==> config.mk <==
export PLATFORM = sky130hd
export DESIGN_NAME = mem_arbiter
export DESIGN_NICKNAME = d
export VERILOG_FILES = /design/src/rtl/mem_arbiter.sv
export SDC_FILE = /design/constraint.sdc
export NUM_CORES = 1
export LEC_CHECK = 0
export ABC_AREA = 1
export CORE_UTILIZATION = 43
export DETAILED_ROUTE_END_ITERATION = 8
export MAX_ROUTING_LAYER = met4
export PLACE_DENSITY = 0.8
export SLEW_MARGIN = 10
export SYNTH_ARGS = -nofsm -noshare
export SYNTH_HDL_FRONTEND = slang
export SYNTH_SLANG_ARGS = --single-unit
==> constraint.sdc <==
create_clock -name clk -period 6.1 [get_ports clk]
set_input_delay 0.915 -clock clk [delete_from_list [all_inputs] [get_ports clk]]
set_output_delay 0.915 -clock clk [all_outputs]
set_load 0.1 [all_outputs]
==> src/rtl/mem_arbiter.sv <==
// Round-robin arbiter that shares one external memory port between an instruction-fetch
// port and a data port, with a per-transaction busy timeout that aborts with err_o.
module mem_arbiter #(
    parameter int unsigned TIMEOUT_CYCLES = 256
) (
    input  logic        clk,
    input  logic        rst,

    input  logic        if_req_i,
    input  logic [31:0] if_addr_i,
    output logic [31:0] if_data_o,
    output logic        if_ack_o,

    input  logic        mem_req_i,
    input  logic        mem_we_i,
    input  logic [31:0] mem_addr_i,
    input  logic [31:0] mem_wdata_i,
    input  logic [3:0]  mem_sel_i,
    output logic [31:0] mem_rdata_o,
    output logic        mem_ack_o,

    output logic        err_o,

    output logic        ext_req_o,
    output logic        ext_we_o,
    output logic [31:0] ext_addr_o,
    output logic [31:0] ext_wdata_o,
    output logic [3:0]  ext_sel_o,
    input  logic [31:0] ext_rdata_i,
    input  logic        ext_ack_i
);

    typedef enum logic [1:0] {
        IDLE     = 2'd0,
        BUSY_IF  = 2'd1,
        BUSY_MEM = 2'd2
    } state_e;

    localparam logic [15:0] TIMEOUT_LIMIT = 16'(TIMEOUT_CYCLES);

    state_e      state_q, state_d;
    logic        last_if_q, last_if_d;
    logic [15:0] cnt_q, cnt_d;

    logic        ext_req_q, ext_req_d;
    logic        ext_we_q, ext_we_d;
    logic [31:0] ext_addr_q, ext_addr_d;
    logic [31:0] ext_wdata_q, ext_wdata_d;
    logic [3:0]  ext_sel_q, ext_sel_d;

    logic        if_ack_q, if_ack_d;
    logic [31:0] if_data_q, if_data_d;
    logic        mem_ack_q, mem_ack_d;
    logic [31:0] mem_data_q, mem_data_d;
    logic        err_q, err_d;

    logic        if_req_m, mem_req_m;
    logic        grant_if, grant_mem;
    logic        finish;
    logic [15:0] cnt_inc;

    // A port whose ack is high this cycle may still be holding req; ignore it once.
    assign if_req_m  = if_req_i  & ~if_ack_q;
    assign mem_req_m = mem_req_i & ~mem_ack_q;
    assign cnt_inc   = cnt_q + 16'd1;

    // NOTE: every signal driven here gets a default first, so no path can infer a latch.
    always_comb begin
        state_d     = state_q;
        last_if_d   = last_if_q;
        cnt_d       = cnt_q;
        ext_req_d   = ext_req_q;
        ext_we_d    = ext_we_q;
        ext_addr_d  = ext_addr_q;
        ext_wdata_d = ext_wdata_q;
        ext_sel_d   = ext_sel_q;
        if_ack_d    = 1'b0;
        if_data_d   = 32'h0;
        mem_ack_d   = 1'b0;
        mem_data_d  = 32'h0;
        err_d       = 1'b0;
        grant_if    = 1'b0;
        grant_mem   = 1'b0;
        finish      = 1'b0;

        case (state_q)
            IDLE: begin
                grant_mem = mem_req_m && (!if_req_m || last_if_q);
                grant_if  = if_req_m && !grant_mem;
                if (grant_mem) begin
                    state_d     = BUSY_MEM;
                    last_if_d   = 1'b0;
                    cnt_d       = 16'h0;
                    ext_req_d   = 1'b1;
                    ext_we_d    = mem_we_i;
                    ext_addr_d  = mem_addr_i;
                    ext_wdata_d = mem_wdata_i;
                    ext_sel_d   = mem_sel_i;
                end else if (grant_if) begin
                    state_d     = BUSY_IF;
                    last_if_d   = 1'b1;
                    cnt_d       = 16'h0;
                    ext_req_d   = 1'b1;
                    ext_we_d    = 1'b0;
                    ext_addr_d  = if_addr_i;
                    ext_wdata_d = 32'h0;
                    ext_sel_d   = 4'hF;
                end
            end

            BUSY_IF, BUSY_MEM: begin
                if (ext_ack_i) begin
                    finish = 1'b1;
                    if (state_q == BUSY_IF) begin
                        if_ack_d  = 1'b1;
                        if_data_d = ext_rdata_i;
                    end else begin
                        mem_ack_d  = 1'b1;
                        mem_data_d = ext_we_q ? 32'h0 : ext_rdata_i;
                    end
                end else begin
                    cnt_d = cnt_inc;
                    // Abort once the counter reaches the limit; data outputs stay 0.
                    if (cnt_inc == TIMEOUT_LIMIT) begin
                        finish = 1'b1;
                        err_d  = 1'b1;
                        if (state_q == BUSY_IF) begin
                            if_ack_d = 1'b1;
                        end else begin
                            mem_ack_d = 1'b1;
                        end
                    end
                end

                if (finish) begin
                    state_d     = IDLE;
                    ext_req_d   = 1'b0;
                    ext_we_d    = 1'b0;
                    ext_addr_d  = 32'h0;
                    ext_wdata_d = 32'h0;
                    ext_sel_d   = 4'h0;
                end
            end

            default: begin
                state_d   = IDLE;
                ext_req_d = 1'b0;
            end
        endcase
    end

    // NOTE: sequential state uses non-blocking assignments so all registers update together.
    always_ff @(posedge clk or posedge rst) begin
        if (rst) begin
            state_q     <= IDLE;
            last_if_q   <= 1'b1;
            cnt_q       <= 16'h0;
            ext_req_q   <= 1'b0;
            ext_we_q    <= 1'b0;
            ext_addr_q  <= 32'h0;
            ext_wdata_q <= 32'h0;
            ext_sel_q   <= 4'h0;
            if_ack_q    <= 1'b0;
            if_data_q   <= 32'h0;
            mem_ack_q   <= 1'b0;
            mem_data_q  <= 32'h0;
            err_q       <= 1'b0;
        end else begin
            state_q     <= state_d;
            last_if_q   <= last_if_d;
            cnt_q       <= cnt_d;
            ext_req_q   <= ext_req_d;
            ext_we_q    <= ext_we_d;
            ext_addr_q  <= ext_addr_d;
            ext_wdata_q <= ext_wdata_d;
            ext_sel_q   <= ext_sel_d;
            if_ack_q    <= if_ack_d;
            if_data_q   <= if_data_d;
            mem_ack_q   <= mem_ack_d;
            mem_data_q  <= mem_data_d;
            err_q       <= err_d;
        end
    end

    assign ext_req_o   = ext_req_q;
    assign ext_we_o    = ext_we_q;
    assign ext_addr_o  = ext_addr_q;
    assign ext_wdata_o = ext_wdata_q;
    assign ext_sel_o   = ext_sel_q;
    assign if_ack_o    = if_ack_q;
    assign if_data_o   = if_data_q;
    assign mem_ack_o   = mem_ack_q;
    assign mem_rdata_o = mem_data_q;
    assign err_o       = err_q;

    ack_exclusive_a: assert property (@(posedge clk) disable iff (rst) !(if_ack_q && mem_ack_q));

endmodule

=== After elaboration in Yosys (flattened, before gate mapping) ===
Index checks and enable logic that the tools add are counted.
W data, S select, Z words.

* Register bits after elaboration: 156
* Input port bits: 138
* Output and inout bits: 137
* Word-level logic and storage cells: 84

* Add/sub/neg operators: 1
* Equality and inequality tests: 6
* Multiplexer cells: 47
* Bitwise operators: 4
* Reductions and logical operators: 13

{| class="wikitable"
|+ Operators with widths
! kind !! number
|-
| $mux W32 || 12
|-
| $pmux W32 S2 || 2
|-
| $mux W16 || 3
|-
| $pmux W16 S2 || 1
|-
| $mux W1 || 19
|-
| $add A16 B1 Y16 const B || 1
|-
| $eq A16 B9 Y1 const B || 1
|-
| $mux W4 || 3
|-
| $pmux W4 S2 || 1
|-
| $mux W2 || 3
|-
| $reduce_and A3 Y1 || 2
|-
| $ne A2 B2 Y1 const B || 2
|-
| $pmux W1 S2 || 2
|-
| $pmux W2 S2 || 1
|-
| $reduce_and A2 Y1 || 2
|-
| $reduce_bool A2 Y1 || 2
|-
| $ne A3 B3 Y1 const B || 1
|-
| $and A1 B1 Y1 || 2
|-
| $eq A2 B1 Y1 const B || 1
|-
| $eq A2 B2 Y1 const B || 1
|-
| $logic_and A1 B1 Y1 || 2
|-
| $logic_not A1 Y1 || 2
|-
| $logic_not A2 Y1 || 1
|-
| $not A1 Y1 || 2
|-
| 2 further kinds || 2
|}

=== Logic depth before layout (Yosys ltp) ===
Gate-level depths: netlist (run 1).

* Word-level depth: 10
* Gate-level depth with buffers: 16
* Depth with buffers taken out: 14

=== Worst setup path before layout (run 1) ===
No wires, ideal clock.

* Path kind: flip-flop to flip-flop
* Start: register if_ack_q, in the netlist if_ack_o
* End: register cnt_q[4]
* Library setup time: 0.133 ns
* Arrival time: 2.188 ns
* Data required time: 5.967 ns
* Setup slack: 3.780 ns
* Cell stages (with the launch flop): 11
* Path buffers: 1
* Period minus slack after synthesis: 2.320 ns
* Cell sequence: dfrtp_1 -> inv_1 -> nand3_1 -> nand2_1 -> nand2_1 -> inv_1 -> nand2_1 -> o21ai_0 -> inv_1 -> clkbuf_1 -> o21ai_0

* Word-level cells in the longest chain between the ends: 9
* Elaborated cells on any way between the ends: 11
* Classes of those cells: eq/ne (1); mux (2); bitwise (2); reduce/logical (6)

{| class="wikitable"
|+ Ends and longest elaborated chain
! element !! RTL line !! RTL
|-
| start: declaration || 51 || <nowiki>logic if_ack_q, if_ack_d;</nowiki>
|-
| start signal: assignment || 177 || <nowiki>if_ack_q <= if_ack_d;</nowiki>
|-
| $not A1 Y1 * || 63 || <nowiki>assign if_req_m = if_req_i & ~if_ack_q;</nowiki>
|-
| $and A1 B1 Y1 * || 63 ||
|-
| $logic_not A1 Y1 || 88 || <nowiki>grant_mem = mem_req_m && (!if_req_m || last_if_q);</nowiki>
|-
| $logic_or A1 B1 Y1 || 88 ||
|-
| $logic_and A1 B1 Y1 || 88 ||
|-
| $logic_not A1 Y1 || 89 || <nowiki>grant_if = if_req_m && !grant_mem;</nowiki>
|-
| $logic_and A1 B1 Y1 || 89 ||
|-
| $ne A3 B3 Y1 (no source line) || n/a ||
|-
| $reduce_and A3 Y1 (no source line) || n/a ||
|-
| end signal: assignment || 171 || <nowiki>cnt_q <= cnt_d;</nowiki>
|-
| end: declaration || 43 || <nowiki>logic [15:0] cnt_q, cnt_d;</nowiki>
|}

Every way passes the cells marked *; elsewhere a longest branch is shown, timed or not.
A chain may end at the register's enable or synchronous reset.

=== Worst setup path after layout (run 1) ===
* Start: register state_q[0]
* End: register ext_sel_q[2], in the netlist ext_sel_o[2]

* Word-level cells in the longest chain between the ends: 4
* Elaborated cells on any way between the ends: 9
* Classes of those cells: eq/ne (4); mux (1); reduce/logical (4)

{| class="wikitable"
|+ Ends and longest elaborated chain
! element !! RTL line !! RTL
|-
| start: declaration || 41 || <nowiki>state_e state_q, state_d;</nowiki>
|-
| start signal: assignment || 169 || <nowiki>state_q <= state_d;</nowiki>
|-
| $eq A2 B1 Y1 / $eq A2 B2 Y1 (equally long branches) || 86 || <nowiki>case (state_q)</nowiki>
|-
| $reduce_or A2 Y1 || 86 ||
|-
| $ne A2 B2 Y1 (no source line) / $reduce_bool A2 Y1 (equally long branches) || n/a ||
|-
| $reduce_and A3 Y1 (no source line) || n/a ||
|-
| end signal: assignment || 176 || <nowiki>ext_sel_q <= ext_sel_d;</nowiki>
|-
| end: declaration || 49 || <nowiki>logic [3:0] ext_sel_q, ext_sel_d;</nowiki>
|}

Several ways; a longest one is shown, not always the timed one.

==> results of run 1 <==
## metal layers
layer / up-vias / track usage [%]
li1: 3064 / -
met1: 3001 / 29.6
met2: 259 / 41.4
met3: 38 / 6.71
met4: 0 / 9.59
met5: - / -
## sequential cells by signal, summed over array words and instances (netlist names)
| signal | count |
|---|---|
| if_ack_o | 1 |
| err_o | 1 |
| cnt_q | 16 |
| ext_addr_o | 32 |
| ext_wdata_o | 32 |
| state_q | 2 |
| ext_we_o | 1 |
| if_data_o | 32 |
| mem_ack_o | 1 |
| ext_sel_o | 4 |
| mem_rdata_o | 32 |
| last_if_q | 1 |
| ext_req_o | 1 |
## how the worst max path moves through the flow
stage	from	endpoint	slack, ns	cells past startpoint
after floorplan	rst	cnt_q[0]$_DFFE_PP0P_	0.98	1
after global placement	state_q[0]$_DFFE_PP0P_	ext_sel_o[2]$_DFFE_PP0P_	1.96	10
after detailed placement	state_q[0]$_DFFE_PP0P_	ext_wdata_o[14]$_DFFE_PP0P_	1.90	10
after CTS	state_q[0]$_DFFE_PP0P_	ext_wdata_o[30]$_DFFE_PP0P_	1.90	10
after global routing	state_q[0]$_DFFE_PP0P_	ext_wdata_o[30]$_DFFE_PP0P_	1.46	10
final	state_q[0]$_DFFE_PP0P_	ext_sel_o[2]$_DFFE_PP0P_	1.94	10
## kinds of logic after synthesis
logic type,Yosys count
xor gates and xnor gates,1
and+or+nand+nor,457
adders and majority gates,3
buffers and inverters,114
DFF,156
AOI/OAI and AO/OA,57
## cell usage after synthesis
| master | count | area (sq um) |
|---|---|---|
| sky130_fd_sc_hd__nor3_1 | 66 | 330 |
| sky130_fd_sc_hd__dfstp_2 | 1 | 26.3 |
| sky130_fd_sc_hd__nand2_2 | 1 | 6.26 |
| sky130_fd_sc_hd__nand4_1 | 39 | 244 |
| sky130_fd_sc_hd__nand3_2 | 1 | 10.0 |
| sky130_fd_sc_hd__a21oi_1 | 34 | 170 |
| sky130_fd_sc_hd__xor2_1 | 1 | 8.76 |
| sky130_fd_sc_hd__nand2_4 | 1 | 11.3 |
| sky130_fd_sc_hd__nand3_1 | 47 | 235 |
| sky130_fd_sc_hd__nor2_1 | 27 | 101 |
| sky130_fd_sc_hd__clkinv_1 | 1 | 3.75 |
| sky130_fd_sc_hd__dfrtp_1 | 155 | 3880 |
| sky130_fd_sc_hd__inv_1 | 64 | 240 |
| sky130_fd_sc_hd__buf_2 | 8 | 40.0 |
| sky130_fd_sc_hd__buf_1 | 2 | 7.51 |
| sky130_fd_sc_hd__inv_2 | 1 | 3.75 |
| sky130_fd_sc_hd__o22ai_1 | 6 | 37.5 |
| sky130_fd_sc_hd__nor2_2 | 1 | 6.26 |
| sky130_fd_sc_hd__clkbuf_1 | 36 | 135 |
| sky130_fd_sc_hd__a22o_1 | 2 | 17.5 |
| sky130_fd_sc_hd__ha_1 | 3 | 37.5 |
| sky130_fd_sc_hd__buf_6 | 2 | 22.5 |
| sky130_fd_sc_hd__nand2_1 | 272 | 1020 |
| sky130_fd_sc_hd__nor2_4 | 2 | 22.5 |
| sky130_fd_sc_hd__o21ai_0 | 15 | 75.1 |
## critical path, delay by kind of cell (launching register included)
family / cells / cell delay [ns]
adders and majority gates: 1 / 0.71
buffers and inverters: 4 / 1.34
DFF: 1 / 0.36
and+or+nand+nor: 5 / 1.59
## per-stage QoR
step	power [W]	utilization (%)	cells	hold slack, ns	cell area, sq um
finish	0.00628	66.5	1243	0.470	10100
global route	0.00658	66.5	1243	0.489	10100
CTS	0.00632	66.5	1243	0.473	10100
detailed placement	0.00529	62.7	1211	0.457	9540
global placement	0.00525	62.7	1211	0.453	9540
floorplan	0.00437	-	788	0.442	6690
## placed cells by master (no fill, tap or decap)
master	count
sky130_fd_sc_hd__nand3_2	1
sky130_fd_sc_hd__xor2_1	1
sky130_fd_sc_hd__clkdlybuf4s50_1	274
sky130_fd_sc_hd__inv_2	3
sky130_fd_sc_hd__nor2_4	2
sky130_fd_sc_hd__nor2_2	1
sky130_fd_sc_hd__clkbuf_1	2
sky130_fd_sc_hd__o21ai_0	15
sky130_fd_sc_hd__nor3_1	66
sky130_fd_sc_hd__a22o_1	2
sky130_fd_sc_hd__clkinv_1	1
sky130_fd_sc_hd__a21oi_1	34
sky130_fd_sc_hd__bufinv_16	1
sky130_fd_sc_hd__inv_8	1
sky130_fd_sc_hd__nand2_2	1
sky130_fd_sc_hd__clkbuf_8	2
sky130_fd_sc_hd__clkinvlp_4	5
sky130_fd_sc_hd__nand3_1	47
sky130_fd_sc_hd__inv_6	3
sky130_fd_sc_hd__buf_4	9
sky130_fd_sc_hd__clkinv_4	1
sky130_fd_sc_hd__dfstp_2	1
sky130_fd_sc_hd__dfrtp_1	155
sky130_fd_sc_hd__nor2_1	27
sky130_fd_sc_hd__clkbuf_16	17
sky130_fd_sc_hd__o22ai_1	6
sky130_fd_sc_hd__ha_1	3
sky130_fd_sc_hd__nand2_4	1
sky130_fd_sc_hd__nand4_1	39
sky130_fd_sc_hd__clkinv_2	1
sky130_fd_sc_hd__inv_1	61
sky130_fd_sc_hd__nand2_1	272
## area by class of cell
| type | instances | area share (%) |
|---|---|---|
| multi-input combinational | 518 | 23.1 |
| clock buffer | 21 | 4.56 |
| tap | 188 | 2.33 |
| timing repair buffer | 283 | 27.8 |
| clock inverter | 11 | 1.09 |
| sequential | 156 | 38.6 |
| inverter | 66 | 2.50 |
## power by group
part,internal (W),switching [W]
Sequential,0.00132,0.000138
Clock,0.000588,0.000426
Combinational,0.000816,0.00299
Total,0.00272,0.00356
==> results by group, run 1 <==
Routing
  • DR WL met3: 1500 microns
  • Detailed Routing Iterations Pass 1: 9
  • ANT nets after route: 0
  • Count of vias placed by the detailed router: 6362
  • Post-detailed-route wirelength per cell: 15.3 microns
  • Wire length on met2: 9300 microns
  • # DRC: 0
  • Vias per inst: 5.12
  • Highest routed layer: met4
  • Total wirelength of the detailed-routed design: 19000 microns
  • Count of routing violations after the opening detailed-route iteration: 538
  • Post-route met1 wirelength: 7710 microns

CTS
  • Clk pin slew, worst setup/hold paths: 0.06 ns
  • Clock buffer count from CTS: 17
  • Number of buffers added for setup after CTS: 0
  • Cts hold-fix bufs: 0
  • CTS HTree Levels: 4
  • Sinks on Clock Net: 156
  • Cells resized by post-CTS repair: 0
  • Clock root buffer: sky130_fd_sc_hd__clkbuf_16
  • Clock latency reported for the late side of the worst-skew pair: 0.42 ns
  • TritonCTS clock tree: yes
  • Maximum count of clock buffers along a single path: 2

Setup path
  • Beginning of the worst register-to-register path: state_q[0]$_DFFE_PP0P_
  • R2R Path End: ext_sel_o[2]$_DFFE_PP0P_
  • Critical Path Fanout Max: 66
  • Ordered cell list for the critical path: inv_1 -> ha_1 -> inv_2 -> buf_4 -> nor2_1 -> nand2_4 -> nand3_2 -> buf_4 -> nand2_1 -> nand2_1
  • R2r worst-path depth: 10
  • CP Class: flip-flop to flip-flop
  • R2R setup slack: 1.94 ns
  • CP required: 6.40 ns
  • Type of destination of the critical path: flip-flop
  • Standard cell with the maximum stage delay on the critical path: sky130_fd_sc_hd__nand3_2
  • Crit path launch type: flip-flop
  • Delay contributed by the slowest stage of the critical path: 0.89 ns
  • Arrival time worst endpoint: 4.46 ns

Power and ir drop
  • Max rail drop VDD: 0.000336 V
  • Static Leakage: 4.78 nW
  • PwrDens: 621 nW/um^2

Global route
  • Global-route total usage across every layer: 25.2%
  • Overflow left after global routing: 0
  • Global-route wire length before repair: 30500 microns
  • Maximum number of pins on one net before global-route repair: 103
  • Initial antenna violation count: 0
  • Via count of the first global-routing pass: 6180

Timing
  • Worst clock skew: 0.00981 ns
  • Endpoints failing hold: 0
  • Portion of the clock cycle consumed by the worst path in the final layout: 68.1%
  • Final worst path period need: 4.16 ns
  • Number of failing setup endpoints in the final timing report: 0
  • Relative slew margins: 26.0%
  • Unrepaired setup endpoints after global routing: no
  • Tightest Pin Transition: 1.11 ns
  • Max Fclk: 241 MHz
  • Final worst slack: 1.94 ns
  • Sum Neg Setup Slack: 0 ns
  • Fin. max-slew vios: 0

Cells and area
  • FILL cells: 1196
  • Area growth from synthesis to layout: 51.0%
  • Layout Nets: 1183
  • Multi-input gate area: 2330 sq um
  • Fraction of layout instances using a drive strength above 1: 4.74%
  • Sequential cell area: 3910 sq um
  • Final antenna diode count: 0

Flow run
  • Number of max-cap violations: 0

Floorplanning
  • Chip width: 127 microns
  • Num rows: 45
  • Placeable core area: 15200 sq um
  • Die outline area: 16100 sq um
  • Starting density of the core: 44.0%
  • Height of the die: 127 microns
  • Number of I/O pins: 275

Logic synthesis
  • Unique cell type count in the Yosys netlist: 25
  • Simple-gate area share of the yosys netlist: 29.7%
  • Main combinational cell family by area after synthesis: simple AND/OR/NAND/NOR gates
  • Share of synthesized area spent on multiplexers: 0%
  • Number of nets produced by synthesis: 929
  • Synthesized instance count: 788
  • Share of the yosys chip area belonging to registers: 58.3%
  • Post-Synthesis Mean Instance Area: 8.49 sq um
  • Post-synthesis xor/xnor area fraction: 0.131%
  • YS warnings: 0
  • Area of the mapped netlist: 6690 sq um
  • Arithmetic-cell share of the synthesized area counting full adders, half adders and majority gates: 0.561%
  • Compound-cell area share of the yosys netlist: 4.49%
  • Flops & latches, synth: 156

Place
  • Dpl ws: 1.90 ns
  • Total of buffers placed on input and output ports: 274
  • Post-DP HPWL: 13000 microns
  • RePlAce Congestion: 0.875

Hold path
  • Worst hold path startpoint: ext_addr_o[17]$_DFFE_PP0P_
  • WHS Endpoint: ext_addr_o[17]$_DFFE_PP0P_
  • Classification of the worst-slack hold path: flip-flop to flip-flop
  • Hold Path Cell Cnt: 2

Run status
  • Result of the run: completed
No activity file was read; power rests on OpenSTA's default activity.
==> run 2, diff against run 1 <==
Clock period 6.1 ns to 3.9 ns, I/O delays scaled along.
==> run 2 against run 1 <==
Setup slack lost 1.1 ns. Utilization grew 0.41 points. First-iteration DRC count shrank 14%. Design area grew 0.62%. Total power grew 58%. Global-route usage grew 1.6 points. Sequential share of layout area shrank 0.24 points. Maximum frequency grew 34%. Die area is the same. Critical path type unchanged.
==> results by group, run 2 (synthesis results as in run 1) <==
Run status
  • Result of the run: completed

Global route
  • Initial antenna violation count: 0
  • Via count of the first global-routing pass: 6205
  • Maximum number of pins on one net before global-route repair: 73
  • Global-route total usage across every layer: 26.8%
  • Overflow left after global routing: 0
  • Global-route wire length before repair: 32000 microns

Floorplanning
  • Height of the die: 127 microns
  • Die outline area: 16100 sq um
  • Chip width: 127 microns
  • Starting density of the core: 44.0%
  • Placeable core area: 15200 sq um
  • Number of I/O pins: 275
  • Num rows: 45

Routing
  • # DRC: 0
  • Count of vias placed by the detailed router: 6337
  • Post-detailed-route wirelength per cell: 16.1 microns
  • Vias per inst: 5.09
  • ANT nets after route: 0
  • Total wirelength of the detailed-routed design: 20100 microns
  • Detailed Routing Iterations Pass 1: 5
  • Count of routing violations after the opening detailed-route iteration: 461

Timing
  • Portion of the clock cycle consumed by the worst path in the final layout: 79.6%
  • Worst clock skew: 0.00661 ns
  • Final worst path period need: 3.10 ns
  • Max Fclk: 322 MHz
  • Final worst slack: 0.795 ns
  • Relative slew margins: 27.8%
  • Unrepaired setup endpoints after global routing: no
  • Fin. max-slew vios: 0
  • Number of failing setup endpoints in the final timing report: 0
  • Endpoints failing hold: 0
  • Tightest Pin Transition: 1.08 ns
  • Sum Neg Setup Slack: 0 ns

Cells and area
  • Number of standard cells in the layout, taps in and fillers out: 1245
  • Final antenna diode count: 0
  • Fraction of layout instances using a drive strength above 1: 5.01%
  • Area growth from synthesis to layout: 52.0%
  • Leading cell type in the layout, fill and taps excluded: sky130_fd_sc_hd__clkdlybuf4s50_1
  • Commonest non-fill, non-tap cells in the layout: sky130_fd_sc_hd__clkdlybuf4s50_1 (274), sky130_fd_sc_hd__nand2_1 (272), sky130_fd_sc_hd__dfrtp_1 (155), sky130_fd_sc_hd__nor3_1 (66), sky130_fd_sc_hd__inv_1 (61)
  • Layout Nets: 1185

Power and ir drop
  • Part of the power in registers: 23.0%
  • Static Leakage: 4.80 nW
  • Pint: 0.00432 W
  • Max rail drop VDD: 0.000742 V
  • NetSw: 0.00560 W
  • Switching portion of total power: 56.5%
  • PwrDens: 976 nW/um^2
  • Portion of total power attributed to the clock network: 16.6%
  • Combinational fraction of design power: 60.3%

CTS
  • Clk pin slew, worst setup/hold paths: 0.06 ns
  • Number of buffers added for setup after CTS: 0
  • Clock root buffer: sky130_fd_sc_hd__clkbuf_16
  • Cts hold-fix bufs: 0
  • Maximum count of clock buffers along a single path: 2
  • TritonCTS clock tree: yes
  • Clock latency reported for the late side of the worst-skew pair: 0.42 ns
  • Sinks on Clock Net: 156
  • Cells resized by post-CTS repair: 0
  • CTS HTree Levels: 4
  • Clock buffer count from CTS: 17

Place
  • RePlAce Congestion: 0.892
  • Total of buffers placed on input and output ports: 274
  • Inst Count DP: 1213
  • Post-DP HPWL: 13300 microns
  • Dpl ws: 0.521 ns

Setup path
  • CP required: 4.26 ns
  • Crit path launch type: flip-flop
  • Arrival time worst endpoint: 3.46 ns
  • Type of destination of the critical path: flip-flop
  • CP Class: flip-flop to flip-flop
  • Critical Path Fanout Max: 69

Flow run
  • Number of max-cap violations: 0

Hold path
  • Classification of the worst-slack hold path: flip-flop to flip-flop
==> run 2: cell count changes in the layout (fill, tap and decap cells not counted), sizes merged <==
cell      before  now
buf            9   11
inv           68   66
bufinv         1    2
clkbuf        21   20
clkinv         3    4
clkinvlp       5    6
==> run 2: worst max-delay path, stage by stage (launching register included) <==
cell,delay [ns]
sky130_fd_sc_hd__dfrtp_1,0.42
sky130_fd_sc_hd__ha_1,0.29
sky130_fd_sc_hd__nand3_1,0.17
sky130_fd_sc_hd__nor2_1,0.25
sky130_fd_sc_hd__xor2_1,0.25
sky130_fd_sc_hd__nor2_1,0.07
sky130_fd_sc_hd__nand2_1,0.06
sky130_fd_sc_hd__nor2_1,0.05
sky130_fd_sc_hd__nand2_1,0.17
sky130_fd_sc_hd__nand2_4,0.27
sky130_fd_sc_hd__nand3_2,0.14
sky130_fd_sc_hd__buf_4,0.59
sky130_fd_sc_hd__nand2_1,0.15
sky130_fd_sc_hd__nand2_1,0.12
==> run 2: cell type report <==
class                           count  area (sq um)
Fill cell                        1220          5030
Sequential cell                   156          3910
Clock inverter                     12           138
Multi-Input combinational cell    518          2330
Tap cell                          188           235
Inverter                           66           251
Clock buffer                       20           457
Timing Repair Buffer              285          2850
==> run 2: power groups by stage <==
stage | Combinational (W) | Clock, W | Sequential (W)
floorplan | 0.00164 | 0 | 0.00520
global placement | 0.00595 | 0 | 0.00229
detailed placement | 0.00598 | 0 | 0.00231
CTS | 0.00601 | 0.00168 | 0.00229
global route | 0.00631 | 0.00175 | 0.00233
finish | 0.00599 | 0.00165 | 0.00229
==> run 2: final timing paths <==
check | slack, ns | cells after the start | start | endpoint
worst max-delay path | 0.80 | 13 | cnt_q[0]$_DFFE_PP0P_ | ext_wdata_o[26]$_DFFE_PP0P_
worst min-delay path | 0.47 | 2 | ext_addr_o[26]$_DFFE_PP0P_ | ext_addr_o[26]$_DFFE_PP0P_
worst max register to register | 0.80 | 13 | cnt_q[0]$_DFFE_PP0P_ | ext_wdata_o[26]$_DFFE_PP0P_
worst min register to register | 0.47 | 2 | ext_addr_o[26]$_DFFE_PP0P_ | ext_addr_o[26]$_DFFE_PP0P_
max in group asynchronous | 2.36 | 3 | rst | mem_rdata_o[20]$_DFF_PP0_
min in group asynchronous | 0.70 | 2 | rst | ext_addr_o[1]$_DFFE_PP0P_
==> run 2: stage by stage <==
step	utilization (%)	hold WS [ns]	instance area, sq um	total power (W)
after floorplan	-	0.442	6700	0.00684
after global placement	63.0	0.453	9580	0.00824
after detailed placement	63.0	0.457	9580	0.00829
after CTS	66.9	0.473	10200	0.00998
after global routing	66.9	0.488	10200	0.0104
final	66.9	0.471	10200	0.00993
==> run 2: metal layers <==
metal  up-vias  global-route usage (%)  part of all wire, %
met5         -                       -                    0
met4         0                    10.3                  2.8
li1       3065                       -                    -
met2       254                    44.0                   50
met3        43                    7.42                  7.0
met1      2975                    31.4                   41
